### config.mk
export PLATFORM = sky130hd
export DESIGN_NAME = konwersja_out_buf
export DESIGN_NICKNAME = d
export VERILOG_FILES = /design/src/rtl/konwersja_out_buf.sv
export SDC_FILE = /design/constraint.sdc
export NUM_CORES = 1
export LEC_CHECK = 0
export CAP_MARGIN = 30
export CORE_ASPECT_RATIO = 1.25
export CORE_MARGIN = 4
export CORE_UTILIZATION = 49
export DETAILED_ROUTE_END_ITERATION = 8
export PLACE_DENSITY = 0.83
export SLEW_MARGIN = 20
export SYNTH_ARGS = -nofsm -noshare
export SYNTH_HDL_FRONTEND = slang
export SYNTH_SLANG_ARGS = --single-unit
### constraint.sdc
create_clock -name i_clk -period 1.81 [get_ports i_clk]
set_input_delay 0.4525 -clock i_clk [delete_from_list [all_inputs] [get_ports i_clk]]
set_output_delay 0.4525 -clock i_clk [all_outputs]
set_load 0.05 [all_outputs]
### src/rtl/konwersja_out_buf.sv
// Registered two-entry skid buffer for konwersja results, with a saturating error counter and
// a sticky error flag. Ready toward upstream comes straight from a flop.
module konwersja_out_buf #(
    parameter int unsigned BITS      = 32,
    parameter int unsigned ERR_CNT_W = 8
) (
    input  logic                 i_clk,
    input  logic                 i_rst,
    input  logic                 i_valid,
    output logic                 o_ready,
    input  logic [BITS-1:0]      i_result,
    input  logic                 i_error,
    output logic                 o_valid,
    input  logic                 i_ready,
    output logic [BITS-1:0]      o_result,
    output logic                 o_error,
    input  logic                 i_clr_err,
    output logic [ERR_CNT_W-1:0] o_err_count,
    output logic                 o_err_sticky
);

    localparam logic [1:0] StEmpty = 2'd0;
    localparam logic [1:0] StOne   = 2'd1;
    localparam logic [1:0] StFull  = 2'd2;

    logic [1:0]           state_q, state_d;
    logic [BITS:0]        main_q, main_d;
    logic [BITS:0]        skid_q, skid_d;
    logic                 ready_q, ready_d;
    logic [ERR_CNT_W-1:0] cnt_q, cnt_d;
    logic                 sticky_q, sticky_d;

    logic          push;
    logic          pop;
    logic          inc;
    logic [BITS:0] entry;

    assign entry = {i_error, i_result};
    assign push  = i_valid & ready_q;
    assign pop   = (state_q != StEmpty) & i_ready;
    assign inc   = push & i_error;

    always_comb begin
        state_d = state_q;
        main_d  = main_q;
        skid_d  = skid_q;
        case (state_q)
            StEmpty: begin
                if (push) begin
                    main_d  = entry;
                    state_d = StOne;
                end
            end
            StOne: begin
                if (push && pop) begin
                    main_d = entry;
                end else if (push) begin
                    skid_d  = entry;
                    state_d = StFull;
                end else if (pop) begin
                    state_d = StEmpty;
                end
            end
            StFull: begin
                if (pop) begin
                    main_d  = skid_q;
                    state_d = StOne;
                end
            end
            default: state_d = StEmpty;
        endcase
    end

    // Ready is decided one cycle ahead from the next state, so it never sees i_ready directly.
    assign ready_d = (state_d != StFull);

    always_comb begin
        cnt_d    = cnt_q;
        sticky_d = sticky_q;
        if (i_clr_err) begin
            cnt_d    = ERR_CNT_W'(inc);
            sticky_d = inc;
        end else begin
            if (inc && (cnt_q != {ERR_CNT_W{1'b1}})) begin
                cnt_d = cnt_q + 1'b1;
            end
            sticky_d = sticky_q | inc;
        end
    end

    always_ff @(posedge i_clk) begin
        if (i_rst) begin
            state_q  <= StEmpty;
            main_q   <= '0;
            skid_q   <= '0;
            ready_q  <= 1'b0;
            cnt_q    <= '0;
            sticky_q <= 1'b0;
        end else begin
            state_q  <= state_d;
            main_q   <= main_d;
            skid_q   <= skid_d;
            ready_q  <= ready_d;
            cnt_q    <= cnt_d;
            sticky_q <= sticky_d;
        end
    end

    assign o_ready      = ready_q;
    assign o_valid      = (state_q != StEmpty);
    assign o_result     = main_q[BITS-1:0];
    assign o_error      = main_q[BITS];
    assign o_err_count  = cnt_q;
    assign o_err_sticky = sticky_q;

endmodule

# --- Word level (Yosys, flattened, before mapping) ---
# Cells that the tools add are included.
classes:
  n_eq_ne: 7
  reduce_logical: 9
  n_bitwise: 5
  n_mux: 13
  add_sub_neg: 1
ops:
  columns: ["cell", "n"]
  rows:
  - ["two-way mux 33 bit", 3]
  - ["case mux 33 bit (3 select lines)", 1]
  - ["two-way mux 2 bit", 5]
  - ["adder 8 x 1 -> 8 bit, second input constant", 1]
  - ["!= test 2 bit, second input constant", 4]
  - ["!= test 8 bit, second input constant", 1]
  - ["case mux 2 bit (3 select lines)", 1]
  - ["AND reduction 4 bit", 1]
  - ["nonzero test 2 bit", 2]
  - ["bitwise AND 1 bit", 3]
  - ["two-way mux 1 bit", 3]
  - ["AND reduction 3 bit", 1]
  - ["nonzero test 3 bit", 1]
  - ["equality test 2 x 1 -> 1 bit, second input constant", 1]
  - ["equality test 2 bit, second input constant", 1]
  - ["logical AND 1 bit", 2]
  - ["zero test 2 bit", 1]
  - ["OR reduction 2 bit", 1]
  - ["inverter 1 bit", 1]
  - ["bitwise OR 1 bit", 1]
totals:
  in_bits: 38
  elab_cells: 42
  register_bits: 78
  output_inout_bits: 44

# --- Logic depth before layout (Yosys ltp) ---
# Gate-level depths: netlist of the first run.
logic_depth:
  depth_word: 7
  depth_mapped: 7
  mapped_depth_nobuf: 5

# --- Worst setup path before layout of the first run ---
# No wires, ideal clock.
synth_path:
  path_type: "register -> register"
  startpoint: "register ready_q, in the netlist o_ready"
  endpoint: "register skid_q[30]"
  required_time_ns: 1.678
  arrival_ns: 1.633
  path_buffers: 2
  setup_ns: 0.132
  path_stages_with_launch: 7
  synth_period_minus_slack_ns: 1.765
  path_slack_ns: 0.045
  path_cell_list: "dfxtp_1 > nand2_2 > or3_1 > buf_2 > buf_2 > nand2_1 > a21oi_1"
synth_between:
  elab_chain_cells: 4
synth_rtl:
  columns: ["item", "line_no", "text"]
  rows:
  - ["start: declaration", "29", "logic ready_q, ready_d;"]
  - ["start signal: assignment", "103", "ready_q <= ready_d;"]
  - ["bitwise AND 1 bit *", "39", "assign push = i_valid & ready_q;"]
  - ["logical AND 1 bit", "55", "if (push && pop) begin"]
  - ["inverter 1 bit (no source line)", null, null]
  - ["AND reduction 3 bit (no source line) *", null, null]
  - ["end signal: assignment", "102", "skid_q <= skid_d;"]
  - ["end: declaration", "28", "logic [BITS:0] skid_q, skid_d;"]
# Every way passes the cells marked *; elsewhere a longest branch is shown, timed or not.
# A chain may end at the register's enable or synchronous reset.

# --- Final worst setup path of the first run ---
layout_path:
  startpoint: "input port i_ready"
  endpoint: "register main_q[21]"
layout_between:
  elab_chain_cells: 4
  word_cells_on_any_way: 5
  cone_classes: "2 x eq/ne; 1 x bitwise; 2 x reduce/logical"
layout_rtl:
  columns: ["item", "line_no", "text"]
  rows:
  - ["start: declaration", "14", "input logic i_ready,"]
  - ["bitwise AND 1 bit *", "40", "assign pop = (state_q != StEmpty) & i_ready;"]
  - ["logical AND 1 bit", "55", null]
  - ["!= test 2 bit (no source line)", null, null]
  - ["AND reduction 4 bit (no source line) *", null, null]
  - ["end signal: assignment", "101", "main_q <= main_d;"]
  - ["end: declaration", "27", "logic [BITS:0] main_q, main_d;"]
# Marked as above.

==> results of run 1 <==
-- state kept, by name, indices dropped and copies added (netlist names) --
register	flops
state_q	2
o_ready	1
skid_q	33
o_err_count	8
main_q	33
o_err_sticky	1
-- metal layers --
layer  share of wire (%)  global-route usage [%]  vias to the layer above
met5                   0                       0                        -
met4                 2.2                    7.41                        0
met3                 4.6                    4.80                       17
met2                  51                    30.4                       54
met1                  42                    23.0                     1300
li1                    -                       -                     1450
-- worst paths after layout --
path | start | endpoint | cells after the start
worst max register to register | o_err_count[0] | o_err_count[1] | 5
worst min register to register | skid_q[1] | skid_q[1] | 2
worst max-delay path | i_ready | main_q[21] | 6
worst min-delay path | i_rst | o_ready | 2
-- through the flow --
stage                     std cells  utilization, %  cell area, sq um  hold WS (ns)  setup WS (ns)
final                           541            67.4              4400         0.440          0.102
after global routing            541            67.4              4400         0.446         0.0167
after CTS                       541            67.4              4390         0.434         0.0349
after detailed placement        525            64.3              4190         0.446         -0.256
after global placement          525            64.3              4190         0.440         -0.164
after floorplan                 367               -              3280         0.436         0.0450
-- layout by cell type (no fill, tap or decap), types with 2 or more instances in the layout --
cell type,n
nand4_1,2
a211oi_2,10
and3_1,3
clkbuf_1,2
a31oi_1,3
a41o_1,2
buf_4,53
buf_12,9
a211oi_1,24
nor2_1,43
dfxtp_1,77
nand2b_1,2
nand3_1,3
clkdlybuf4s50_1,36
nand2_1,71
mux2i_1,35
a311oi_1,2
clkbuf_8,11
a21oi_1,37
or2_2,2
o21ai_0,2
nor2b_1,2
-- worst register-to-register path, delay by kind of cell, from the launching register on --
kind            cells  cell delay [ns]
mux                 1             0.24
fa+ha+maj           1             0.24
compound gates      1             0.33
simple gates        2             0.20
flops               1             0.40
-- logic make-up (layout without fill, tap and decap cells) --
kind of cell / Yosys count / in the layout / share of synthesized area (%)
compound gates: 86 / 86 / 18.9
fa+ha+maj: 1 / 1 / 0.381
flops: 78 / 78 / 47.6
buf+inv: 29 / 116 / 4.69
simple gates: 138 / 138 / 17.8
mux: 35 / 35 / 10.7
-- final cells by class --
| type | instances | area (sq um) |
|---|---|---|
| inverter | 1 | 3.75 |
| sequential | 78 | 1560 |
| fill | 554 | 2130 |
| timing repair buffer | 99 | 943 |
| tap | 87 | 109 |
| multi-input combinational | 260 | 1580 |
| clock buffer | 13 | 159 |
| clock inverter | 3 | 42.5 |
-- where the power goes --
group	internal (W)	switching, W	total (W)
combinational	0.000269	0.000415	0.000684
sequential	0.00179	0.0000436	0.00183
clock	0.000712	0.000595	0.00131
==> results.md, run 1 <==
* Status: completed
* CTS HTree Levels at 3
* Post-synthesis sequential area ratio at approximately 48%
* GR Overflow Total at 0
* CTS tree: yes
* Vias per cell at ~5.2
* Initial Utilization at 50.3%
* # port buffers at 81
* CTS max path bufs at 2
* Crit-path max cell delay at between 0.5 and 0.6 ns
* First DRT Iteration DRCs at 126
* Post-synth ARST share at 0%
* # Max-Cap Violations at 0
* R2R setup slack at ~0.3 ns
* Routability cong. at 0.801
* Post-CTS resize count at 0
* Die Footprint at between 8000 and 9000 sq um
* Ant diodes at 0
* Count of hold-fix buffers inserted at cts at 0
* Final setup vio count at 0
* DR pass1 iterations at 4
* Achievable frequency at 586 MHz
* Hold Crit Class: in -> reg
* Number of global-route vias before repair at between 2,000 and 3,000
* TritonCTS Buffers at 9
* Final nets at 488
* Crit path required time at a little over 2 ns
* Final Skew at between 0.006 and 0.007 ns
* Post-CTS Setup Bufs at 0
* First-pass GRT wire length at ~12 mm
* Layout cells sized above 1 at approximately a fifth
* Pwr/cell area at 869 nW/um^2
* Tmin final at 1.71 ns
* Final Total Pwr at between 0.003 and 0.004 W
* I/O pins at between 80 and 90
* Vias at approximately 2,800
* Synth Register Bits at 78
* Post-synth EDFFs at 0
* Share of the synthesized area in the top cell type at between 40% and 50%
* Mapped Avg Cell Area at 8.94 sq um
* Synth unique cells at 38
* Crit-path max FO at 36
* Die height at approximately 100 um
* Initial antenna violation count at 0
* Synth cell count leaders: 78 x dfxtp_1, 71 x nand2_1, 43 x nor2_1
* Horiz. Die Dim at roughly 81 um
* Setup crit start kind: input pin
* Slew @ Worst Pin at between 0.3 and 0.4 ns
* Synth Instances at between 300 and 400
* Critical path class: in -> reg
* Top cells by area, synth: dfxtp_1 48%, mux2i_1 11%, nand2_1 8.1%
* Leading area contributor after synthesis: dfxtp_1
* Tcrit/Tclk final at a little over nine tenths
* Area Growth Syn to Fin at 33.9%
* Delay-heaviest family, CP: buffers and inverters
* Root Buffer: clkbuf_8
* Register clock-pin slew on the reported worst setup and hold paths at approximately 0.070 ns
* Area of the core at around 6500 sq um
* Fin Setup TNS at 0 ns
* Most used DFF post-synth: dfxtp_1
* Synth Warn # at 0
* Largest net degree at the start of global routing at 65
* Routed WL at slightly above 7 mm
* CP cell instances: clkdlybuf4s50_1, nor2b_2, o31ai_4, buf_12, nor2_1, a211oi_1
* Worst vdd ir at 0.515 mV
* Cell Rows at 33
* Post-synthesis cell area at between 3000 and 4000 sq um
* Crit end category: flop
* Post-route ant nets at 0
* Routed len/inst at ~13 um
* Static leakage at between 1.5 and 2 nW
* Final hold violations at 0
* Worst-Skew Late Latency at around 0.34 ns
* Slew Limit Fails at 0
* GRT Resource Usage Total at between 15 and 20%
* Clock sink total at 78
* Critical path arrival at 1.96 ns
* Count leader, synth: dfxtp_1
* RSZ-0062 raised after global routing: false
* Slowest CP cell: clkdlybuf4s50_1
* DP HPWL at around 5 mm
* Drt drc at 0
* Crit path buffers/inverters at 2
* Slew headroom at approximately 78%
* Synth Net Count at 406
(Power assumes the default switching activity.)
==> inputs of run 2 (changes only) <==
CORE_UTILIZATION = 53   (was 49)
PLACE_DENSITY = 0.88   (was 0.83)
SLEW_MARGIN = 10   (was 20)
clock period = 2 ns   (was 1.81 ns; I/O delays follow)
==> results.md, run 2 (same netlist as run 1, synthesis figures left out) <==
* Root Buffer: clkbuf_8 (unchanged)
* Non-filler cells, final at 531 (was 541)
* Leading cell type in the layout, fill and taps excluded: dfxtp_1 (unchanged)
* Total length of routed met2 wires at 3.68 mm (about the same)
* Area of the core at 5900 sq um (was 6520 sq um)
* Pwr/cell area at 743 nW/um^2 (was 869 nW/um^2)
* CP cell instances: clkdlybuf4s50_1, nor2b_2, o31ai_4, buf_12, nor2_1, a211oi_1 (unchanged)
* Tcrit/Tclk final at 90.2%
* Slowest CP cell: clkdlybuf4s50_1 (unchanged)
* Final Total Pwr at 0.00326 W (was 0.00382 W)
* Post-route ant nets at 0 (unchanged)
* I/O pins at 82 (unchanged)
* Met3 WL at 367 um (was 333 um)
* Layout cells sized above 1 at 14.9% (was 21.1%)
* Register clock-pin slew on the reported worst setup and hold paths at 0.07 ns (about the same)
* Routed len/inst at 13.6 um (was 13.4 um)
* CTS max path bufs at 2 (unchanged)
* Slew Limit Fails at 0 (unchanged)
* GRT Resource Usage Total at 19.8% (was 18.5%)
* Die Footprint at 7520 sq um (was 8080 sq um)
* First DRT Iteration DRCs at 149 (was 126)
* Critical path arrival at 2.04 ns (was 1.96 ns)
* Drt drc at 0 (unchanged)
* Number of global-route vias before repair at 2,680 (was 2,716)
* Area Growth Syn to Fin at 33.7% (was 33.9%)
* Layout filler cell count at 453 (was 554)
* Post-CTS Setup Bufs at 0 (unchanged)
* DR pass1 iterations at 4 (unchanged)
* Slew headroom at 65.9% (was 78.0%)
* Highest-count cells in the layout ignoring fill and taps: 78 x dfxtp_1, 71 x nand2_1, 43 x nor2_1 (was 77 x dfxtp_1, 71 x nand2_1, 53 x buf_4)
* Largest net degree at the start of global routing at 73 (was 65)
* DP HPWL at 5.16 mm (was 5.13 mm)
* R2R setup slack at 0.39 ns (was 0.30 ns)
* Clock sink total at 78 (unchanged)
* Crit-path max cell delay at 0.59 ns (was 0.55 ns)
* Crit path required time at 2.24 ns (was 2.06 ns)
* Horiz. Die Dim at 78.4 um (was 81.2 um)
* Critical path class: in -> reg (unchanged)
* Final nets at 485 (was 488)
* First-pass GRT wire length at 11.9 mm (was 12.0 mm)
* Die height at 96.0 um (was 99.5 um)
* Vias at 2,846 (was 2,821)
* Crit-path max FO at 34 (was 36)
* Final Skew at 0.0105 ns (was 0.00686 ns)
* Routed WL at 7.21 mm (was 7.23 mm)
* Initial Utilization at 55.7% (was 50.3%)
* Worst vdd ir at 0.624 mV (was 0.515 mV)
* Slew @ Worst Pin at 0.510 ns (was 0.327 ns)
* Achievable frequency at around 550 MHz
* GR Overflow Total at 0 (unchanged)
* Crit end category: flop (unchanged)
* Hold Crit Class: reg -> reg (was in -> reg)
* Static leakage at 2.07 nW (was 1.87 nW)
* # Max-Cap Violations at 0 (unchanged)
* Setup crit start kind: input pin (unchanged)
* Final hold violations at 0 (unchanged)
* TritonCTS Buffers at 9 (unchanged)
* Dpl cells at 517 (was 525)
* Count of hold-fix buffers inserted at cts at 0 (unchanged)
* CTS tree: yes (unchanged)
* CTS HTree Levels at 3 (unchanged)
* Initial antenna violation count at 0 (unchanged)
* Tmin final at between 1.5 and 2 ns
* Vias per cell at 5.36 (was 5.21)
* Ant diodes at 0 (unchanged)
* Max layer used: met4 (unchanged)
* Status: completed (unchanged)
* Cell Rows at 31 (was 33)
* Worst-Skew Late Latency at 0.34 ns (about the same)
* Routability cong. at 0.820 (was 0.801)
* RSZ-0062 raised after global routing: false (unchanged)
* WL met1 at 2.93 mm (was 3.05 mm)
* Final setup vio count at 0 (unchanged)
* # port buffers at 81 (unchanged)
-- run 2: cell count changes in the layout (fill, tap and decap cells not counted) --
cell,before,now
bufinv_16,1,0
dlymetal6s2s_1,0,15
dfxtp_2,1,0
clkinv_2,1,2
buf_12,9,7
clkbuf_8,11,10
clkbuf_1,2,0
clkinvlp_4,1,2
buf_4,53,27
dlygate4sd2_1,0,10
dfxtp_1,77,78
-- run 2: area by class of cell --
type | count | area [sq um] | share of cell area (%)
inverters | 1 | 3.75 | 0.0855
flip-flops and latches | 78 | 1560 | 35.6
well taps | 82 | 103 | 2.34
clock inverters | 4 | 25.0 | 0.570
repair buffers | 96 | 983 | 22.4
multi-input cells | 260 | 1580 | 35.9
clock buffers | 10 | 138 | 3.14
-- run 2: path summary, 6_finish.rpt --
check                                start         end  depth (start not counted)
worst max register to register  state_q[1]  main_q[11]                          4
worst min-delay path             skid_q[4]   skid_q[4]                          2
worst min register to register   skid_q[4]   skid_q[4]                          2
worst max-delay path               i_ready   main_q[4]                          6
-- run 2: report_power, final --
part	internal [W]	switching (W)
registers	0.00162	0.0000360
logic	0.000241	0.000378
clock network	0.000466	0.000524
-- run 2: routing by layer --
layer / up-vias / track usage [%]
li1: 1434 / -
met1: 1318 / 23.6
met2: 72 / 34.2
met3: 22 / 4.31
met4: 0 / 9.33
met5: - / 0
-- run 2: stage by stage --
step / hold WS, ns / setup slack (ns) / cell area (sq um) / utilization [%] / setup TNS, ns
final: 0.454 / 0.195 / 4390 / 74.4 / 0
after CTS: 0.455 / 0.000321 / 4350 / 73.8 / 0
after global routing: 0.472 / 0.105 / 4390 / 74.4 / 0
after floorplan: 0.436 / 0.235 / 3280 / - / 0
after detailed placement: 0.446 / -0.166 / 4200 / 71.3 / -6.89
after global placement: 0.441 / -0.0553 / 4200 / 71.3 / -2.40
-- run 2: critical path, delay by kind of cell --
kind,cells,cell delay [ns]
buffers and inverters,2,0.82
AND/OR/NAND/NOR,2,0.16
AO/OA/AOI/OAI,2,0.55
-- run 2: repair_timing --
item / in CTS / in global routing
hold endpoints to repair: 0 / 0
endpoints found under the setup margin: 10 / 15
gates resized for setup: 10 / 15
